==> config.mk <==
export PLATFORM = sky130hd
export DESIGN_NAME = rsr16_iter
export DESIGN_NICKNAME = d
export VERILOG_FILES = /design/src/rtl/rsr_pkg.sv /design/src/rtl/rsr_step.sv /design/src/rtl/rsr16_iter.sv
export SDC_FILE = /design/constraint.sdc
export NUM_CORES = 1
export LEC_CHECK = 0
export ABC_AREA = 1
export CAP_MARGIN = 5
export CORE_MARGIN = 4
export CORE_UTILIZATION = 42
export CTS_BUF_LIST = sky130_fd_sc_hd__clkbuf_16
export CTS_CLUSTER_DIAMETER = 200
export DETAILED_ROUTE_END_ITERATION = 8
export PLACE_DENSITY = 0.81
export SLEW_MARGIN = 20
export SYNTH_ARGS = -nofsm -noshare
export SYNTH_HDL_FRONTEND = slang
export SYNTH_SLANG_ARGS = --single-unit
==> constraint.sdc <==
create_clock -name clk -period 1.5 [get_ports clk]
set_input_delay 0.3 -clock clk [delete_from_list [all_inputs] [get_ports clk]]
set_output_delay 0.3 -clock clk [all_outputs]
set_load 0.02 [all_outputs]
==> src/rtl/rsr_pkg.sv <==
// Shared types and constants for the iterative rotate-right unit.
// Contents: FSM state enum, default operand width, amount-field width.
package rsr_pkg;

    localparam int unsigned DEFAULT_WIDTH = 16;
    localparam int unsigned AMT_BITS      = $clog2(DEFAULT_WIDTH);

    typedef enum logic [1:0] {
        IDLE   = 2'd0,
        ROTATE = 2'd1,
        DONE   = 2'd2
    } state_t;

endpackage : rsr_pkg

==> src/rtl/rsr_step.sv <==
// Single-step combinational right rotator: rotates by 1, or by 4 when step4 is set.
// Ports:
//   data    - value to rotate
//   step4   - 1: rotate right by 4, 0: rotate right by 1
//   rotated - rotated value
module rsr_step #(
    parameter int unsigned WIDTH = rsr_pkg::DEFAULT_WIDTH
) (
    input  logic [WIDTH-1:0] data,
    input  logic             step4,
    output logic [WIDTH-1:0] rotated
);

    always_comb begin
        rotated = {data[0], data[WIDTH-1:1]};
        if (step4) begin
            rotated = {data[3:0], data[WIDTH-1:4]};
        end
    end

endmodule : rsr_step

==> src/rtl/rsr16_iter.sv <==
// Iterative rotate-right unit: accepts an operand and amount over valid/ready,
// rotates one position per clock (or four when RSR_STEP4_EN is defined) and
// holds the result on a valid/ready output until consumed.
// Optional build macro: RSR_STEP4_EN - coarse 4-bit steps while cnt >= 4.
// Ports:
//   clk, rst            - clock (rising edge), asynchronous active-low reset
//   in_valid, in_ready  - operation handshake (in_ready high only in IDLE)
//   inp, shift_value    - operand and rotate amount (low $clog2(WIDTH) bits used)
//   out_valid, out_ready- result handshake (out_valid high only in DONE)
//   out                 - registered rotated result
//   busy                - high whenever the unit is not IDLE
module rsr16_iter #(
    parameter int unsigned WIDTH = rsr_pkg::DEFAULT_WIDTH,
    parameter int unsigned AMT_W = 16
) (
    input  logic             clk,
    input  logic             rst,
    input  logic             in_valid,
    output logic             in_ready,
    input  logic [WIDTH-1:0] inp,
    input  logic [AMT_W-1:0] shift_value,
    output logic             out_valid,
    input  logic             out_ready,
    output logic [WIDTH-1:0] out,
    output logic             busy
);

    import rsr_pkg::*;

    localparam int unsigned CNT_W = $clog2(WIDTH);

    state_t           state;
    logic [WIDTH-1:0] data_r;
    logic [CNT_W-1:0] cnt;

    logic             step4_c;
    logic [CNT_W-1:0] step_size_c;
    logic [CNT_W-1:0] cnt_next_c;
    logic [WIDTH-1:0] step_data_c;
    logic [CNT_W-1:0] amt_c;

    // Amounts wrap modulo WIDTH simply by dropping the upper bits.
    assign amt_c = shift_value[CNT_W-1:0];

    if (AMT_W > CNT_W) begin : g_amt_hi
        logic unused_amt_hi;
        assign unused_amt_hi = ^shift_value[AMT_W-1:CNT_W];
    end

`ifdef RSR_STEP4_EN
    assign step4_c = (cnt >= CNT_W'(4));
`else
    assign step4_c = 1'b0;
`endif

    assign step_size_c = step4_c ? CNT_W'(4) : CNT_W'(1);
    assign cnt_next_c  = cnt - step_size_c;

    rsr_step #(
        .WIDTH (WIDTH)
    ) u_step (
        .data    (data_r),
        .step4   (step4_c),
        .rotated (step_data_c)
    );

    // Control FSM with datapath registers; out only loads on DONE entry.
    always_ff @(posedge clk or negedge rst) begin
        if (!rst) begin
            state  <= IDLE;
            data_r <= '0;
            cnt    <= '0;
            out    <= '0;
        end else begin
            case (state)
                IDLE: begin
                    if (in_valid) begin
                        data_r <= inp;
                        cnt    <= amt_c;
                        if (amt_c == '0) begin
                            state <= DONE;
                            out   <= inp;
                        end else begin
                            state <= ROTATE;
                        end
                    end
                end
                ROTATE: begin
                    data_r <= step_data_c;
                    cnt    <= cnt_next_c;
                    if (cnt_next_c == '0) begin
                        state <= DONE;
                        out   <= step_data_c;
                    end
                end
                DONE: begin
                    if (out_ready) begin
                        state <= IDLE;
                    end
                end
                default: begin
                    state <= IDLE;
                end
            endcase
        end
    end

    // Handshake flags are pure decodes of the state register.
    assign in_ready  = (state == IDLE);
    assign out_valid = (state == DONE);
    assign busy      = (state != IDLE);

endmodule : rsr16_iter

==> results of run 1 <==
## worst paths after layout
kind | cells past startpoint | slack (ns) | end | start
setup / recovery | 9 | 0.04 | out[14] | cnt[1]
min in group clk | 2 | 0.47 | out[9] | out[9]
setup reg to reg | 9 | 0.04 | out[14] | cnt[1]
hold reg to reg | 2 | 0.47 | out[9] | out[9]
hold / removal | 2 | 0.40 | cnt[0] | rst
max in group asynchronous | 2 | 0.91 | out[3] | rst
## where the power goes
| part | internal [W] | switching, W | total [W] | leakage, nW |
|---|---|---|---|---|
| combinational | 0.00146 | 0.00228 | 0.00375 | 0.780 |
| sequential | 0.00152 | 0.000208 | 0.00173 | 0.474 |
| clock | 0.000590 | 0.000357 | 0.000946 | 0.0632 |
| total | 0.00357 | 0.00285 | 0.00642 | 1.32 |
## synthesized netlist by cell type
master and count:
o211ai_1 3, nand3_2 1, a21oi_4 1, nand3_4 1, nand2_2 2, nand2_1 75, ha_1 2, nand4_1 16
inv_1 24, buf_4 2, buf_2 3, clkinv_2 1, dfrtp_1 38, a21oi_1 1, clkbuf_1 5, o21ai_2 1
buf_6 1, a22oi_1 1, o21ai_0 37, nor2_1 5, nand3_1 3, inv_2 1
## cell families (layout without fill, tap and decap cells)
kind of cell / after synthesis / after routing
AND/OR/NAND/NOR: 103 / 105
buffers and inverters: 37 / 94
AO/OA/AOI/OAI: 44 / 44
adder cells (fa/ha/maj): 2 / 2
flip-flops: 38 / 38
## critical path, stage by stage, from the launching register on
cell and delay (ns):
dfrtp_1 0.39, inv_2 0.07, ha_2 0.18, inv_1 0.05, nand2_2 0.09, nand3_4 0.11
nand2_8 0.13, buf_8 0.13, nand4_1 0.13, nand2_1 0.11
## final cells by class
class / instances / area (sq um) / area share, %
tap: 50 / 62.6 / 2.35
timing repair buffer: 62 / 612 / 23.0
clock buffer: 5 / 125 / 4.70
inverter: 26 / 100 / 3.76
clock inverter: 1 / 3.75 / 0.141
sequential: 38 / 951 / 35.7
multi-input combinational: 151 / 807 / 30.3
## per-layer routing
metal  up-vias  global-route usage [%]  part of all wire (%)
met5         -                       0                     0
li1        859                       -                     -
met1       801                    22.2                    42
met4         0                    6.04                   1.6
met2        56                    27.8                    51
met3         8                    4.19                   5.8
## through the flow
stage,instance area [sq um],utilization [%],hold slack (ns),worst slack [ns],total power [W]
global placement,2400,58.4,0.454,-0.105,0.00481
global route,2660,64.7,0.439,-0.0387,0.00689
CTS,2550,61.9,0.416,0.000313,0.00590
detailed placement,2400,58.4,0.459,-0.132,0.00495
floorplan,1840,-,0.00441,0.0733,0.00381
finish,2660,64.7,0.403,0.0436,0.00642
## timing repair
action,4_1_cts,5_1_grt
setup endpoints to repair,27,34
hold endpoints to repair,0,0
setup buffers,0,5
gates resized for setup,27,21
pin swaps,2,5
cloned,1,2
## layout by cell type, fill, tap and decap left out, drive strengths merged
master	Yosys	routed
inv	25	26
clkdlybuf4s15	0	1
clkbuf	5	8
o211ai	3	3
clkdlybuf4s50	0	23
nand3	5	7
clkinv	1	1
o21ai	38	38
a22oi	1	1
nand2	77	77
a21oi	2	2
dlygate4sd2	0	16
buf	6	19
ha	2	2
nand4	16	16
dfrtp	38	38
nor2	5	5
## registers in the layout, indices dropped and copies added, names as in the netlist
register and cells:
out 16, data_r 16, cnt 4, state 2
==> impl_metrics.env, run 1 <==
export IMPL_status="finished, final reports clean"
export IMPL_antennaDiodeCount=0
export IMPL_h_tree_depth=2
export IMPL_grt_usage_pct=17.1
export IMPL_drc=0
export IMPL_placed_cells=319
export IMPL_synth_top_family_by_area="simple AND/OR/NAND/NOR gates"
export IMPL_start_kind="register"
export IMPL_cts_tree="done"
export IMPL_layout_min_cycle_time_ns=1.46
export IMPL_cts_hold_buf=0
export IMPL_clkTransAtPathRegs_ns=0.05
export IMPL_synth_mux_area_share_pct=0
export IMPL_cp_max_fo=8
export IMPL_grt_pass1_vias=1532
export IMPL_overflow=0
export IMPL_clock_latency_ns=0.27
export IMPL_yosysTopAreaCellShare_pct=51.8
export IMPL_vias_per_cell=5.18
export IMPL_peakVddDrop_v=0.000759
export IMPL_layout_nets=322
export IMPL_required_ns=1.71
export IMPL_grt_pass1_wl_mm=7.05
export IMPL_power_density_nw_per_um2=2410
export IMPL_cts_buffer_depth=2
export IMPL_postSynthCellCount=224
export IMPL_wl_per_cell_um=13.9
export IMPL_drtPass1Iterations=4
export IMPL_finalSetupViolations=0
export IMPL_ys_seq_elements=38
export IMPL_syn_area_sq_um=1840
export IMPL_period_share_pct=97.1
export IMPL_synth_area_leader_cell="dfrtp_1"
export IMPL_fin_tns_setup_ns=0
export IMPL_fillers=318
export IMPL_p_leak_nw=1.32
export IMPL_grt_max_degree=39
export IMPL_worstPathArrival_ns=1.66
export IMPL_ioPinCount=55
export IMPL_critPathCaptureType="register"
export IMPL_drt_wl_total_mm=4.64
export IMPL_die_area_sq_um=5490
export IMPL_antenna_found_initial=0
export IMPL_first_iter_violations=130
export IMPL_criticalPathCategory="reg -> reg"
export IMPL_num_vias=1724
export IMPL_synth_fa_ha_area_share_pct=1.36
export IMPL_max_freq_mhz=687
export IMPL_synth_compound_area_share_pct=13.4
export IMPL_synth_fp_nets=262
export IMPL_die_h_um=74.1
export IMPL_hold_violations=0
export IMPL_syn_to_final_growth_pct=45.0
export IMPL_cts_sinks=38
export IMPL_core_sq_um=4120
export IMPL_yosysSeqAreaShare_pct=51.8
export IMPL_holdCritPathClass="in -> async"
export IMPL_synth_simple_area_share_pct=24.8
export IMPL_rsz0062_at_grt="true"
export IMPL_start_util_pct=44.6
export IMPL_fin_skew_ns=0.00410
export IMPL_ys_types=22
export IMPL_place_detailed_hpwl_mm=3.06
export IMPL_die_x_um=74.1
export IMPL_synth_avg_cell_area_sq_um=8.19
export IMPL_drive_gt1_share_pct=15.5
export IMPL_gp_congestion=0.816
export IMPL_fin_cells=333
export IMPL_drtAntennaViolNets=0
export IMPL_synth_xor_area_share_pct=0
export IMPL_synth_warnings=0
export IMPL_ys_top_cells_by_area="dfrtp_1 (52%), nand2_1 (15%), o21ai_0 (10%)"
export IMPL_maxSlewViolCount=0
export IMPL_placementRows=23
export IMPL_cts_root_buffer="clkbuf_16"
export IMPL_numCtsBuffers=5
export IMPL_tightest_slew_ns=0.336
export IMPL_relSlewSlack_pct=77.4
export IMPL_numPortBuffers=42
export IMPL_maxCapViolations=0
(Power assumes the default switching activity.)
==> run 2, diff against run 1 <==
--- a/config.mk
+++ b/config.mk
@@ -6,8 +6,8 @@
 export NUM_CORES = 1
 export LEC_CHECK = 0
 export ABC_AREA = 1
-export CAP_MARGIN = 5
-export CORE_MARGIN = 4
+export CAP_MARGIN = 20
+export CORE_MARGIN = 2
 export CORE_UTILIZATION = 42
 export CTS_BUF_LIST = sky130_fd_sc_hd__clkbuf_16
 export CTS_CLUSTER_DIAMETER = 200
==> run 2 against run 1 <==
Design area decreased by 0.33%; die area shrank 11%; first-iteration DRC count grew 22%; global-route usage is 0.33 points higher.
==> impl_metrics.env, run 2 (same netlist as run 1, synthesis figures left out) <==
export IMPL_status="finished, final reports clean"
export IMPL_seqCellArea_sq_um=951
export IMPL_required_ns=1.20
export IMPL_rr_endpoint="out[1]"
export IMPL_cts_buffer_depth=2
export IMPL_worst_r2r_path_depth=9
export IMPL_grt_max_degree=39
export IMPL_reg_largest_list="data_r x16, out x16, cnt x4"
export IMPL_die_x_um=70.1
export IMPL_finish_utilization_pct=61.8
export IMPL_numPortBuffers=42
export IMPL_fin_skew_ns=0.00272
export IMPL_max_freq_mhz=684
export IMPL_numCtsBuffers=5
export IMPL_cts_hold_buf=0
export IMPL_period_share_pct=97.4
export IMPL_placementRows=24
export IMPL_peakVddDrop_v=0.000794
export IMPL_layout_min_cycle_time_ns=1.46
export IMPL_overflow=0
export IMPL_h_tree_depth=2
export IMPL_whs_ns=0.397
export IMPL_die_h_um=70.1
export IMPL_grt_pass1_wl_mm=6.93
export IMPL_die_area_sq_um=4910
export IMPL_fillers=345
export IMPL_num_vias=1728
export IMPL_finalSetupViolations=0
export IMPL_drc=0
export IMPL_multi_input_area_sq_um=786
export IMPL_antennaDiodeCount=0
export IMPL_critPathCaptureType="output port"
export IMPL_drtAntennaViolNets=0
export IMPL_gp_congestion=0.944
export IMPL_place_detailed_hpwl_mm=2.91
export IMPL_ioPinCount=55
export IMPL_layout_nets=318
export IMPL_finalPower_w=0.00637
export IMPL_cts_sinks=38
export IMPL_first_iter_violations=159
export IMPL_maxSlewViolCount=0
export IMPL_cts_tree="done"
export IMPL_antenna_found_initial=0
export IMPL_tightest_slew_ns=0.371
export IMPL_drtPass1Iterations=6
export IMPL_relSlewSlack_pct=75.0
export IMPL_clkTransAtPathRegs_ns=0.05
export IMPL_cp_max_fo=3
export IMPL_holdCritPathClass="in -> async"
export IMPL_start_util_pct=42.7
export IMPL_rr_startpoint="cnt[1]"
export IMPL_final_common_cell="nand2_1"
export IMPL_hold_violations=0
export IMPL_maxCapViolations=0
export IMPL_wl_per_cell_um=13.4
export IMPL_vias_per_cell=5.22
export IMPL_p_leak_nw=1.31
export IMPL_core_sq_um=4290
export IMPL_mostFrequentLayoutCells="nand2_1 (74), dfrtp_1 (38), o21ai_0 (37), clkdlybuf4s50_1 (23), inv_1 (22)"
export IMPL_worstPathArrival_ns=1.16
export IMPL_syn_to_final_growth_pct=44.5
export IMPL_start_kind="register"
export IMPL_ff2ff_setup_slack_ns=0.04
export IMPL_clock_latency_ns=0.28
export IMPL_cts_root_buffer="clkbuf_16"
export IMPL_grt_usage_pct=17.4
export IMPL_criticalPathCategory="reg -> out"
export IMPL_grt_pass1_vias=1571
export IMPL_power_density_nw_per_um2=2400
export IMPL_drt_wl_total_mm=4.42
export IMPL_drive_gt1_share_pct=14.7
-- run 2: what timing repair did --
item / 4_1_cts / 5_1_grt
pin swaps: 2 / 5
setup buffers: 0 / 3
hold endpoints to repair: 0 / 0
gates resized for setup: 24 / 18
endpoints found under the setup margin: 35 / 32
gates cloned: 1 / 2
-- run 2: worst max-delay path, stage by stage (launching register included) --
cell             delay (ns)
dfrtp_1                0.40
nor2_2                 0.17
clkdlybuf4s15_1        0.32
-- run 2: area by class of cell --
type | instances | area share [%]
sequential | 38 | 35.8
multi-input combinational | 150 | 29.6
timing repair buffer | 59 | 23.4
clock buffer | 5 | 4.72
inverter | 26 | 3.77
tap | 52 | 2.45
clock inverter | 1 | 0.142
-- run 2: per-stage QoR --
| stage | setup slack (ns) | cell area (sq um) | cells | TNS, ns |
|---|---|---|---|---|
| 2_1_floorplan | 0.0733 | 1840 | 224 | 0 |
| 6_report | 0.0385 | 2650 | 331 | 0 |
| 3_3_place_gp | -0.112 | 2390 | 319 | -3.05 |
| 4_1_cts | 0.00881 | 2520 | 326 | 0 |
| 5_1_grt | -0.0410 | 2650 | 331 | -0.0623 |
| 3_5_place_dp | -0.160 | 2390 | 319 | -3.85 |
-- run 2: routing by layer --
metal	part of all wire, %	vias up	track usage [%]	wire length, um
met5	0	-	0	0
met4	1.8	0	5.98	81
met3	6.0	8	2.74	267
met2	49	66	27.8	2170
met1	43	809	24.2	1900
li1	-	845	-	-
-- run 2: where the power goes --
group          total, W  switching, W  leakage [nW]  internal, W
sequential      0.00173      0.000205         0.474      0.00152
combinational   0.00370       0.00220         0.775      0.00150
clock          0.000945      0.000356        0.0632     0.000589
total           0.00637       0.00276          1.31      0.00361
-- run 2: worst max path at each step --
stage	start	end	slack, ns	depth (start not counted)
after detailed placement	shift_value[1]	out[14]	-0.16	7
after global placement	shift_value[1]	out[0]	-0.11	7
after floorplan	cnt[0]	out[12]	0.07	10
final	state[1]	in_ready	0.04	2
after global routing	cnt[0]	out[1]	-0.04	9
after CTS	state[0]	out[14]	0.009	7
